===== src/rtl/chia16_seq.sv =====
// Sequential 16-by-8 unsigned restoring divider: one quotient bit per cycle, MSB first.
// Divide-by-zero skips the calculation and reports q=FFFF, r=a[7:0], dz=1.
module chia16_seq (
    input  logic        clk,
    input  logic        rst,
    input  logic [15:0] a,
    input  logic [7:0]  b,
    input  logic        start,
    output logic [15:0] q,
    output logic [7:0]  r,
    output logic        busy,
    output logic        done,
    output logic        dz
);

    typedef enum logic [1:0] {
        IDLE = 2'd0,
        CALC = 2'd1,
        DONE = 2'd2
    } state_t;

    state_t      state_q, state_d;
    logic [15:0] dvd_q, dvd_d;
    logic [7:0]  dvs_q, dvs_d;
    logic [8:0]  prem_q, prem_d;
    logic [15:0] quo_q, quo_d;
    logic [3:0]  cnt_q, cnt_d;
    logic [15:0] q_q, q_d;
    logic [7:0]  r_q, r_d;
    logic        dz_q, dz_d;

    logic [9:0]  shifted;
    logic [8:0]  diff;
    logic        ge;

    // The partial remainder is always below the divisor, so the shifted value's
    // top bit stays clear and a 9-bit difference is exact whenever ge is set.
    always_comb begin
        shifted = {prem_q, dvd_q[15]};
        ge      = (shifted >= {2'b00, dvs_q});
        diff    = shifted[8:0] - {1'b0, dvs_q};
    end

    always_comb begin
        state_d = state_q;
        dvd_d   = dvd_q;
        dvs_d   = dvs_q;
        prem_d  = prem_q;
        quo_d   = quo_q;
        cnt_d   = cnt_q;
        q_d     = q_q;
        r_d     = r_q;
        dz_d    = dz_q;

        case (state_q)
            IDLE: begin
                if (start) begin
                    if (b != 8'd0) begin
                        dvd_d   = a;
                        dvs_d   = b;
                        prem_d  = 9'd0;
                        quo_d   = 16'd0;
                        cnt_d   = 4'd0;
                        dz_d    = 1'b0;
                        state_d = CALC;
                    end else begin
                        q_d     = 16'hFFFF;
                        r_d     = a[7:0];
                        dz_d    = 1'b1;
                        state_d = DONE;
                    end
                end
            end
            CALC: begin
                prem_d = ge ? diff : shifted[8:0];
                quo_d  = {quo_q[14:0], ge};
                dvd_d  = {dvd_q[14:0], 1'b0};
                cnt_d  = cnt_q + 4'd1;
                // Results are published only on the last step; q/r stay put during CALC.
                if (cnt_q == 4'd15) begin
                    q_d     = {quo_q[14:0], ge};
                    r_d     = prem_d[7:0];
                    state_d = DONE;
                end
            end
            DONE: begin
                state_d = IDLE;
            end
            default: begin
                state_d = IDLE;
            end
        endcase
    end

    always_ff @(posedge clk or posedge rst) begin
        if (rst) begin
            state_q <= IDLE;
            dvd_q   <= 16'd0;
            dvs_q   <= 8'd0;
            prem_q  <= 9'd0;
            quo_q   <= 16'd0;
            cnt_q   <= 4'd0;
            q_q     <= 16'd0;
            r_q     <= 8'd0;
            dz_q    <= 1'b0;
        end else begin
            state_q <= state_d;
            dvd_q   <= dvd_d;
            dvs_q   <= dvs_d;
            prem_q  <= prem_d;
            quo_q   <= quo_d;
            cnt_q   <= cnt_d;
            q_q     <= q_d;
            r_q     <= r_d;
            dz_q    <= dz_d;
        end
    end

    assign q    = q_q;
    assign r    = r_q;
    assign dz   = dz_q;
    assign busy = (state_q == CALC);
    assign done = (state_q == DONE);

endmodule


===== config.mk =====
export PLATFORM = sky130hd
export DESIGN_NAME = chia16_seq
export DESIGN_NICKNAME = d
export VERILOG_FILES = /design/src/rtl/chia16_seq.sv
export SDC_FILE = /design/constraint.sdc
export NUM_CORES = 1
export LEC_CHECK = 0
export CAP_MARGIN = 15
export CORE_MARGIN = 3
export CORE_UTILIZATION = 28
export CTS_CLUSTER_DIAMETER = 80
export DETAILED_ROUTE_END_ITERATION = 7
export MAX_ROUTING_LAYER = met4
export PLACE_DENSITY = 0.48
export SYNTH_ARGS = -nofsm -noshare
export SYNTH_HDL_FRONTEND = slang
export SYNTH_SLANG_ARGS = --single-unit
export TNS_END_PERCENT = 30

===== constraint.sdc =====
create_clock -name clk -period 2.59 [get_ports clk]
set_clock_uncertainty 0.2 [all_clocks]
set_input_delay 0.3885 -clock clk [delete_from_list [all_inputs] [get_ports clk]]
set_output_delay 0.3885 -clock clk [all_outputs]
set_load 0.01 [all_outputs]

* Yosys cells after proc, flatten, opt, wreduce, memory -nomap -nowiden *
Cells that the tools add are included.

storage, ports and cells
  register bits = 79
  output and inout port bits = 27

cells by class
  add/subtract/negate cells = 2
  order comparisons = 1
  equal/unequal tests = 7
  mux-type cells = 26
  reduce and logical (&&, ||, !) cells = 8

operators with widths
  kind                   count
  $mux W16               5
  $pmux W16 S2           2
  $mux W15               2
  $pmux W15 S2           1
  $mux W9                3
  $mux W8                3
  $pmux W9 S2            1
  $pmux W8 S2            1
  $ge A10 B8 Y1          1
  $sub A9 B8 Y9          1
  $mux W4                2
  $pmux W4 S2            1
  $reduce_bool A8 Y1     1
  $mux W2                3
  $ne A2 B2 Y1 const B   3
  $reduce_and A3 Y1      2
  $add A4 B1 Y4 const B  1
  $eq A4 B4 Y1 const B   1
  $pmux W2 S2            1
  $reduce_and A2 Y1      2
  $reduce_and A4 Y1      1
  $eq A2 B1 Y1 const B   1
  $eq A2 B2 Y1 const B   1
  $logic_not A2 Y1       1
  other kinds (3)        3

* Depth between registers and ports, before layout *
Gate-level depths: netlist (run 1).

  word-level depth = 4
  depth in mapped cells = 11

* Worst setup path before layout (run 1) *
Ideal clock, no wire load.

  path kind = flip-flop to flip-flop
  start = reg dvd_q[15]
  end = reg r_q[1] (netlist: r[1])
  arrival time = 2.366 ns
  required time = 2.306 ns
  path slack = -0.060 ns
  stages on the path, launching flop included = 12
  buffers on the path = 2
  cells stage by stage = dfrtp_1 -> inv_1 -> ha_1 -> inv_1 -> fa_1 -> a211oi_4 -> o31ai_4 -> a2111oi_4 -> buf_6 -> buf_12 -> nand3_2 -> a41oi_2

between the ends
  word-level cells in the longest chain between the ends = 4

RTL lines
  what                                                   line    source
  start, declared                                        23      logic [15:0] dvd_q, dvd_d;
  start signal, assigned                                 108     dvd_q <= dvd_d;
  $sub A9 B8 Y9 / $ge A10 B8 Y1 (equally long branches)  41, 40
  $mux W9 *                                              75      prem_d = ge ? diff : shifted[8:0];
  $mux W8 *                                              80      if (cnt_q == 4'd15) begin
  $pmux W8 S2 *                                          55      case (state_q)
  end signal, assigned                                   114     r_q <= r_d;
  end, declared                                          29      logic [7:0] r_q, r_d;

Every way passes the cells marked *; elsewhere a longest branch is shown, timed or not. The select of a mux whose other input is x is not followed.
A chain may end at the register's enable or synchronous reset.

* Worst setup path in the final report (run 1) *
  start = reg dvd_q[15]
  end = reg r_q[0] (netlist: r[0])

Same word-level chain as after synthesis.

==> impl_metrics.xml, run 1 <==
<?xml version="1.0" encoding="UTF-8"?>
<metrics>
  <group name="yosys">
    <metric name="post_synth_most_frequent_cells" unit="">79 x dfrtp_1, 68 x nand2_1, 37 x o21ai_0</metric>
    <metric name="synth.lib_cells_used.distinct" unit="">53</metric>
    <metric name="syn-num-nets" unit="">404</metric>
    <metric name="synth-main-ff-cell" unit="">dfrtp_1</metric>
    <metric name="yosys_register_bits" unit="">79</metric>
    <metric name="ys.warnings.count" unit="">0</metric>
    <metric name="synth_area_per_inst" unit="µm²">10.4</metric>
    <metric name="summed_instance_area_of_the_synthesized_netlist" unit="mm²">0.00380</metric>
    <metric name="yosys.area.top_type" unit="">dfrtp_1</metric>
    <metric name="synth_top_cells_by_area" unit="">dfrtp_1 52%, nand2_1 6.7%, o21ai_0 4.9%, a22o_1 3.5%, ha_1 3.0%</metric>
    <metric name="synth-async-reset-ratio" unit="%">100</metric>
    <metric name="ys_seq_area_share" unit="%">52.0</metric>
    <metric name="yosys.area.top_type_share" unit="%">52.0</metric>
    <metric name="syn_inst" unit="">367</metric>
    <metric name="most_common_cell_in_the_netlist" unit="">dfrtp_1</metric>
    <metric name="synth_enable_flop_cells" unit="">0</metric>
  </group>
  <group name="global_routing">
    <metric name="groute.usage.overall" unit="%">14.0</metric>
    <metric name="grt_max_degree" unit="">40</metric>
    <metric name="grt_pass1_wl" unit="mm">15.8</metric>
    <metric name="total_congestion_overflow_after_global_routing" unit="">0</metric>
    <metric name="antenna_found_initial" unit="">0</metric>
    <metric name="via_count_of_the_first_global_routing_pass" unit="">3088</metric>
  </group>
  <group name="critical_path">
    <metric name="crit-reg2reg-launch" unit="">dvd_q[15]</metric>
    <metric name="worstPathArrival" unit="ps">2610</metric>
    <metric name="required" unit="ps">2610</metric>
    <metric name="minimum_setup_slack_among_reg_to_reg_paths" unit="ps">-8</metric>
    <metric name="cell_count_of_the_worst_reg_to_reg_path" unit="">10</metric>
    <metric name="timing.rr.end" unit="">r[0]</metric>
    <metric name="critPathKind" unit="">flop to flop</metric>
    <metric name="worstPathMaxFanout" unit="">5</metric>
    <metric name="setup.worst_path.end_class" unit="">flop</metric>
    <metric name="crit_path_start_kind" unit="">flop</metric>
  </group>
  <group name="drt">
    <metric name="post_drt_via_cell_ratio" unit="">4.75</metric>
    <metric name="detailroute.wirelength.met2" unit="mm">4.46</metric>
    <metric name="route.vias.total" unit="">2942</metric>
    <metric name="remaining_drc_errors" unit="">0</metric>
    <metric name="top_signal_layer_used" unit="">met4</metric>
    <metric name="met3RoutedLength" unit="µm">326</metric>
    <metric name="ant_nets" unit="">0</metric>
    <metric name="routed_len_inst" unit="µm">15.2</metric>
    <metric name="wl_met1" unit="mm">4.51</metric>
    <metric name="violation_count_after_the_first_detailed_route_iteration" unit="">180</metric>
    <metric name="wirelength" unit="mm">9.42</metric>
    <metric name="detail_route.first_pass.iterations" unit="">4</metric>
  </group>
  <group name="timing">
    <metric name="hold_viol" unit="">0</metric>
    <metric name="max_clock_freq" unit="MHz">385</metric>
    <metric name="grt_setup_unrepaired" unit="">yes</metric>
    <metric name="final_critical_path_setup_slack" unit="ps">-8.20</metric>
    <metric name="timing.max_slew.rel_slack" unit="%">42.7</metric>
    <metric name="setup_viol" unit="">1</metric>
    <metric name="worstMarginPinSlew" unit="ps">858</metric>
    <metric name="post-route-min-period" unit="ps">2600</metric>
    <metric name="post-route-period-util" unit="%">100</metric>
    <metric name="maxSlewViolCount" unit="">0</metric>
  </group>
  <group name="cts">
    <metric name="clkSlewWorstSetupHoldPaths" unit="ps">60</metric>
    <metric name="cts_tree" unit="">yes</metric>
    <metric name="h-tree-depth" unit="">3</metric>
    <metric name="cts.sink_count" unit="">79</metric>
    <metric name="cts-buffers-inserted" unit="">9</metric>
    <metric name="cts_buffer_depth" unit="">2</metric>
    <metric name="clk-insertion-delay-late" unit="ps">340</metric>
    <metric name="cts_root_buf" unit="">clkbuf_16</metric>
  </group>
  <group name="finish">
    <metric name="fin_nets" unit="">481</metric>
    <metric name="diodes" unit="">0</metric>
    <metric name="finalCoreUtilization" unit="%">39.3</metric>
    <metric name="final_cell_count_no_fill" unit="">620</metric>
    <metric name="synthToLayoutAreaGrowth" unit="%">33.7</metric>
    <metric name="multi_input_comb_area" unit="mm²">0.00165</metric>
    <metric name="fillers" unit="">1302</metric>
    <metric name="fraction_of_final_layout_cells_with_drive_strength_greater_than_1" unit="%">17.4</metric>
    <metric name="layout.area.seq" unit="mm²">0.00198</metric>
  </group>
  <group name="die">
    <metric name="fp.dieH" unit="µm">123</metric>
    <metric name="design.die.area" unit="mm²">0.0150</metric>
    <metric name="dieWidth" unit="µm">123</metric>
    <metric name="floorplan.rows" unit="">41</metric>
    <metric name="io_pins" unit="">54</metric>
    <metric name="core-area" unit="mm²">0.0129</metric>
    <metric name="floorplan.initialDensity" unit="%">29.4</metric>
  </group>
  <group name="worst_hold_path">
    <metric name="hold_class" unit="">input pin to async pin</metric>
  </group>
  <group name="placement">
    <metric name="globalplace.congestion" unit="">0.796</metric>
    <metric name="place.detailed.instances" unit="">599</metric>
    <metric name="detailed_place_hpwl" unit="mm">6.61</metric>
    <metric name="portBuffers" unit="">53</metric>
  </group>
  <group name="outcome">
    <metric name="failed_checks" unit="">setup timing</metric>
    <metric name="run_status" unit="">finished with violations</metric>
  </group>
  <group name="pwr">
    <metric name="power_leakage" unit="nW">2.27</metric>
    <metric name="power.ir.vdd_worst" unit="µV">545</metric>
    <metric name="p_per_area" unit="mW/mm²">1400</metric>
  </group>
  <group name="job">
    <metric name="number_of_maximum_capacitance_violations" unit="">0</metric>
  </group>
</metrics>
==> sequential cells by signal (all words and copies together), names as in the netlist <==
signal   count
dz           1
dvs_q        8
prem_q       9
state_q      2
dvd_q       16
r            8
quo_q       15
cnt_q        4
q           16
==> cell families after synthesis <==
group	count (synthesis)	synth area share [%]
buffers and inverters	45	5.83
adder cells (fa/ha/maj)	10	3.49
AND/OR/NAND/NOR	121	14.8
AO/OA/AOI/OAI	94	19.3
flip-flops	79	52.0
multiplexers	13	3.49
XOR/XNOR	5	1.15
==> stage by stage <==
stage / TNS, ps / worst slack, ps / hold WS [ps] / area, µm² / total power [W]
after detailed placement: -283 / -62.4 / 256 / 4710 / 0.00563
final: -8.20 / -8.20 / 226 / 5080 / 0.00710
after CTS: -16.7 / -7.95 / 230 / 5060 / 0.00709
after floorplan: 0 / 42.1 / 244 / 3810 / 0.00449
after global placement: -140 / -47.9 / 252 / 4710 / 0.00560
after global routing: -1040 / -117 / 258 / 5080 / 0.00768
==> final cells by class <==
class,instances,share of cell area (%)
flip-flops and latches,79,38.9
multi-input cells,243,32.4
repair buffers,91,17.3
clock buffers,10,4.50
well taps,172,4.23
inverters,20,1.55
clock inverters,5,1.16
==> cells in the final DEF, fill, tap and decap left out, drive strengths merged, types with 10 or more instances in the layout <==
cell type       n
clkdlybuf4s50  53
mux2i          11
nand3          11
dfrtp          79
clkbuf         10
inv            20
nor2           18
a22o           15
o21ai          38
nand2          68
buf            38
==> power breakdown <==
group	internal [W]	switching [W]
Combinational	0.00181	0.00188
Sequential	0.00180	0.000367
Clock	0.000743	0.000504
==> how the worst max path moves through the flow <==
| stage | start | end | slack, ps | cells after the start |
|---|---|---|---|---|
| floorplan | dvd_q[15] | r[1] | 40 | 11 |
| global placement | dvd_q[15] | r[6] | -50 | 10 |
| detailed placement | dvd_q[15] | r[0] | -60 | 10 |
| CTS | dvd_q[15] | r[2] | -8 | 10 |
| global route | dvd_q[15] | r[0] | -120 | 10 |
| finish | dvd_q[15] | r[0] | -8 | 10 |
==> worst max-delay path, cell delays in order (launching register included) <==
cell	delay (ps)
dfrtp_1	380
inv_2	80
ha_4	130
inv_2	30
fa_2	350
a211oi_4	280
o31ai_4	120
a2111oi_4	400
buf_6	170
mux2i_1	220
a31oi_1	100
==> layer usage <==
layer,vias to the layer above,track usage (%)
met5,-,-
met4,0,4.48
met3,9,3.32
met2,46,21.7
met1,1440,18.0
li1,1447,-
==> what timing repair did <==
item / in CTS / in global routing
resized for setup: 7 / 7
pin swaps: 2 / 5
hold buffers: 0 / 0
buffers inserted: 5 / 0
endpoints found under the hold margin: 0 / 0
gates cloned: 1 / 0
setup endpoints to repair: 11 / 18
Power figures use the tool's default switching activity.
==> run 2: changes to the inputs <==
CORE_UTILIZATION = 49   (was 28)
PLACE_DENSITY = 0.76   (was 0.48)
==> impl_metrics.xml, run 2 (same netlist as run 1, synthesis figures left out) <==
<?xml version="1.0" encoding="UTF-8"?>
<metrics>
  <group name="timing">
    <metric name="post-route-min-period" unit="ps">2630</metric>
    <metric name="final_critical_path_setup_slack" unit="ps">-38.1</metric>
    <metric name="post-route-period-util" unit="%">101</metric>
    <metric name="grt_setup_unrepaired" unit="">yes</metric>
    <metric name="max_clock_freq" unit="MHz">380</metric>
    <metric name="timing.max_slew.rel_slack" unit="%">28.8</metric>
    <metric name="setup_viol" unit="">3</metric>
    <metric name="worstMarginPinSlew" unit="ps">1070</metric>
    <metric name="holdWs" unit="ps">81.2</metric>
    <metric name="setup-tns-final" unit="ps">-45.6</metric>
    <metric name="maxSlewViolCount" unit="">0</metric>
    <metric name="hold_viol" unit="">0</metric>
  </group>
  <group name="die">
    <metric name="core-area" unit="mm²">0.00737</metric>
    <metric name="floorplan.rows" unit="">31</metric>
    <metric name="floorplan.initialDensity" unit="%">51.6</metric>
    <metric name="design.die.area" unit="mm²">0.00885</metric>
    <metric name="io_pins" unit="">54</metric>
    <metric name="dieWidth" unit="µm">94.1</metric>
    <metric name="fp.dieH" unit="µm">94.1</metric>
  </group>
  <group name="finish">
    <metric name="final_cell_count_no_fill" unit="">543</metric>
    <metric name="synthToLayoutAreaGrowth" unit="%">27.6</metric>
    <metric name="fillers" unit="">586</metric>
    <metric name="finalCoreUtilization" unit="%">65.8</metric>
    <metric name="most-common-layout-cells" unit="">79 x dfrtp_1, 68 x nand2_1, 53 x clkdlybuf4s50_1</metric>
    <metric name="layout.cells.most_common" unit="">dfrtp_1</metric>
    <metric name="layout.area.seq" unit="mm²">0.00198</metric>
    <metric name="fraction_of_final_layout_cells_with_drive_strength_greater_than_1" unit="%">16.9</metric>
    <metric name="fin_nets" unit="">476</metric>
    <metric name="diodes" unit="">0</metric>
    <metric name="multi_input_comb_area" unit="mm²">0.00166</metric>
  </group>
  <group name="cts">
    <metric name="cts_root_buf" unit="">clkbuf_8</metric>
    <metric name="h-tree-depth" unit="">3</metric>
    <metric name="cts-buffers-inserted" unit="">9</metric>
    <metric name="clk-insertion-delay-late" unit="ps">350</metric>
    <metric name="cts.sink_count" unit="">79</metric>
    <metric name="cts_buffer_depth" unit="">2</metric>
    <metric name="postCtsHoldBufs" unit="">0</metric>
    <metric name="clkSlewWorstSetupHoldPaths" unit="ps">80</metric>
    <metric name="cts_tree" unit="">yes</metric>
  </group>
  <group name="critical_path">
    <metric name="required" unit="ps">2630</metric>
    <metric name="crit_path_start_kind" unit="">flop</metric>
    <metric name="cell_count_of_the_worst_reg_to_reg_path" unit="">10</metric>
    <metric name="critPathKind" unit="">flop to flop</metric>
    <metric name="setup.worst_path.end_class" unit="">flop</metric>
    <metric name="worstPathArrival" unit="ps">2660</metric>
    <metric name="minimum_setup_slack_among_reg_to_reg_paths" unit="ps">-40</metric>
    <metric name="worstPathMaxFanout" unit="">6</metric>
  </group>
  <group name="global_routing">
    <metric name="via_count_of_the_first_global_routing_pass" unit="">2967</metric>
    <metric name="grt_pass1_wl" unit="mm">14.6</metric>
    <metric name="antenna_found_initial" unit="">0</metric>
    <metric name="groute.usage.overall" unit="%">21.9</metric>
    <metric name="total_congestion_overflow_after_global_routing" unit="">0</metric>
    <metric name="grt_max_degree" unit="">52</metric>
  </group>
  <group name="placement">
    <metric name="detailed_place_hpwl" unit="mm">5.96</metric>
    <metric name="place.detailed.instances" unit="">523</metric>
    <metric name="globalplace.congestion" unit="">0.796</metric>
    <metric name="portBuffers" unit="">53</metric>
  </group>
  <group name="drt">
    <metric name="violation_count_after_the_first_detailed_route_iteration" unit="">304</metric>
    <metric name="post_drt_via_cell_ratio" unit="">5.52</metric>
    <metric name="routed_len_inst" unit="µm">15.9</metric>
    <metric name="remaining_drc_errors" unit="">0</metric>
    <metric name="route.vias.total" unit="">2997</metric>
    <metric name="wirelength" unit="mm">8.62</metric>
    <metric name="ant_nets" unit="">0</metric>
    <metric name="detail_route.first_pass.iterations" unit="">5</metric>
  </group>
  <group name="job">
    <metric name="number_of_maximum_capacitance_violations" unit="">0</metric>
  </group>
  <group name="pwr">
    <metric name="p_per_area" unit="mW/mm²">1370</metric>
    <metric name="design_power_total" unit="W">0.00663</metric>
    <metric name="power_leakage" unit="nW">2.21</metric>
    <metric name="power.ir.vdd_worst" unit="µV">600</metric>
  </group>
  <group name="worst_hold_path">
    <metric name="hold_class" unit="">input pin to async pin</metric>
  </group>
  <group name="outcome">
    <metric name="failed_checks" unit="">setup timing</metric>
    <metric name="run_status" unit="">finished with violations</metric>
  </group>
</metrics>
-- run 2: cell types whose count changed in the layout (fill, tap and decap cells not counted), sizes merged --
cell      delta
buf          -5
clkinv       +3
bufinv       -1
clkinvlp     -1
-- run 2: layout make-up --
type                            instances  area share, %
Multi-Input combinational cell        243           34.2
Clock buffer                           10           2.84
Sequential cell                        79           40.8
Tap cell                               99           2.55
Inverter                               20           1.62
Clock inverter                          6          0.903
Timing Repair Buffer                   86           17.2
-- run 2: critical path: stages (launching register included) --
cell and delay (ps):
dfrtp_1 400, inv_2 90, ha_4 130, inv_2 30, fa_2 360, a211oi_4 260, o31ai_4 110, a2111oi_4 400
buf_6 180, mux2i_1 220, a31oi_1 110
-- run 2: path summary, 6_finish.rpt --
kind	start	to
worst max-delay path	dvd_q[15]	r[0]
worst min-delay path	rst	q[10]
worst max register to register	dvd_q[15]	r[0]
worst min register to register	q[15]	q[15]
max in group asynchronous	rst	dvs_q[6]
min in group clk	q[15]	q[15]
-- run 2: what timing repair did --
action	CTS	global route
setup endpoints to repair	13	18
pin swaps	3	6
resized for setup	6	7
setup buffers	3	0
cloned	1	0
-- run 2: power by group --
group	internal [W]	total (W)	switching, W
Clock	0.000377	0.000836	0.000459
Combinational	0.00176	0.00362	0.00185
Sequential	0.00180	0.00218	0.000384
Total	0.00394	0.00663	0.00270
-- run 2: stage by stage --
| step | setup slack [ps] | instance area, µm² |
|---|---|---|
| final | -38.1 | 4850 |
| after global routing | -148 | 4850 |
| after CTS | -17.0 | 4820 |
| after detailed placement | -101 | 4590 |
| after global placement | -42.0 | 4590 |
| after floorplan | 42.1 | 3810 |
-- run 2: layer usage --
| metal | wire [µm] | vias up | track usage [%] |
|---|---|---|---|
| met5 | 0 | - | - |
| met4 | 107 | 0 | 6.02 |
| met3 | 441 | 11 | 4.73 |
| met2 | 4290 | 90 | 33.8 |
| met1 | 3780 | 1461 | 29.5 |
| li1 | - | 1435 | - |
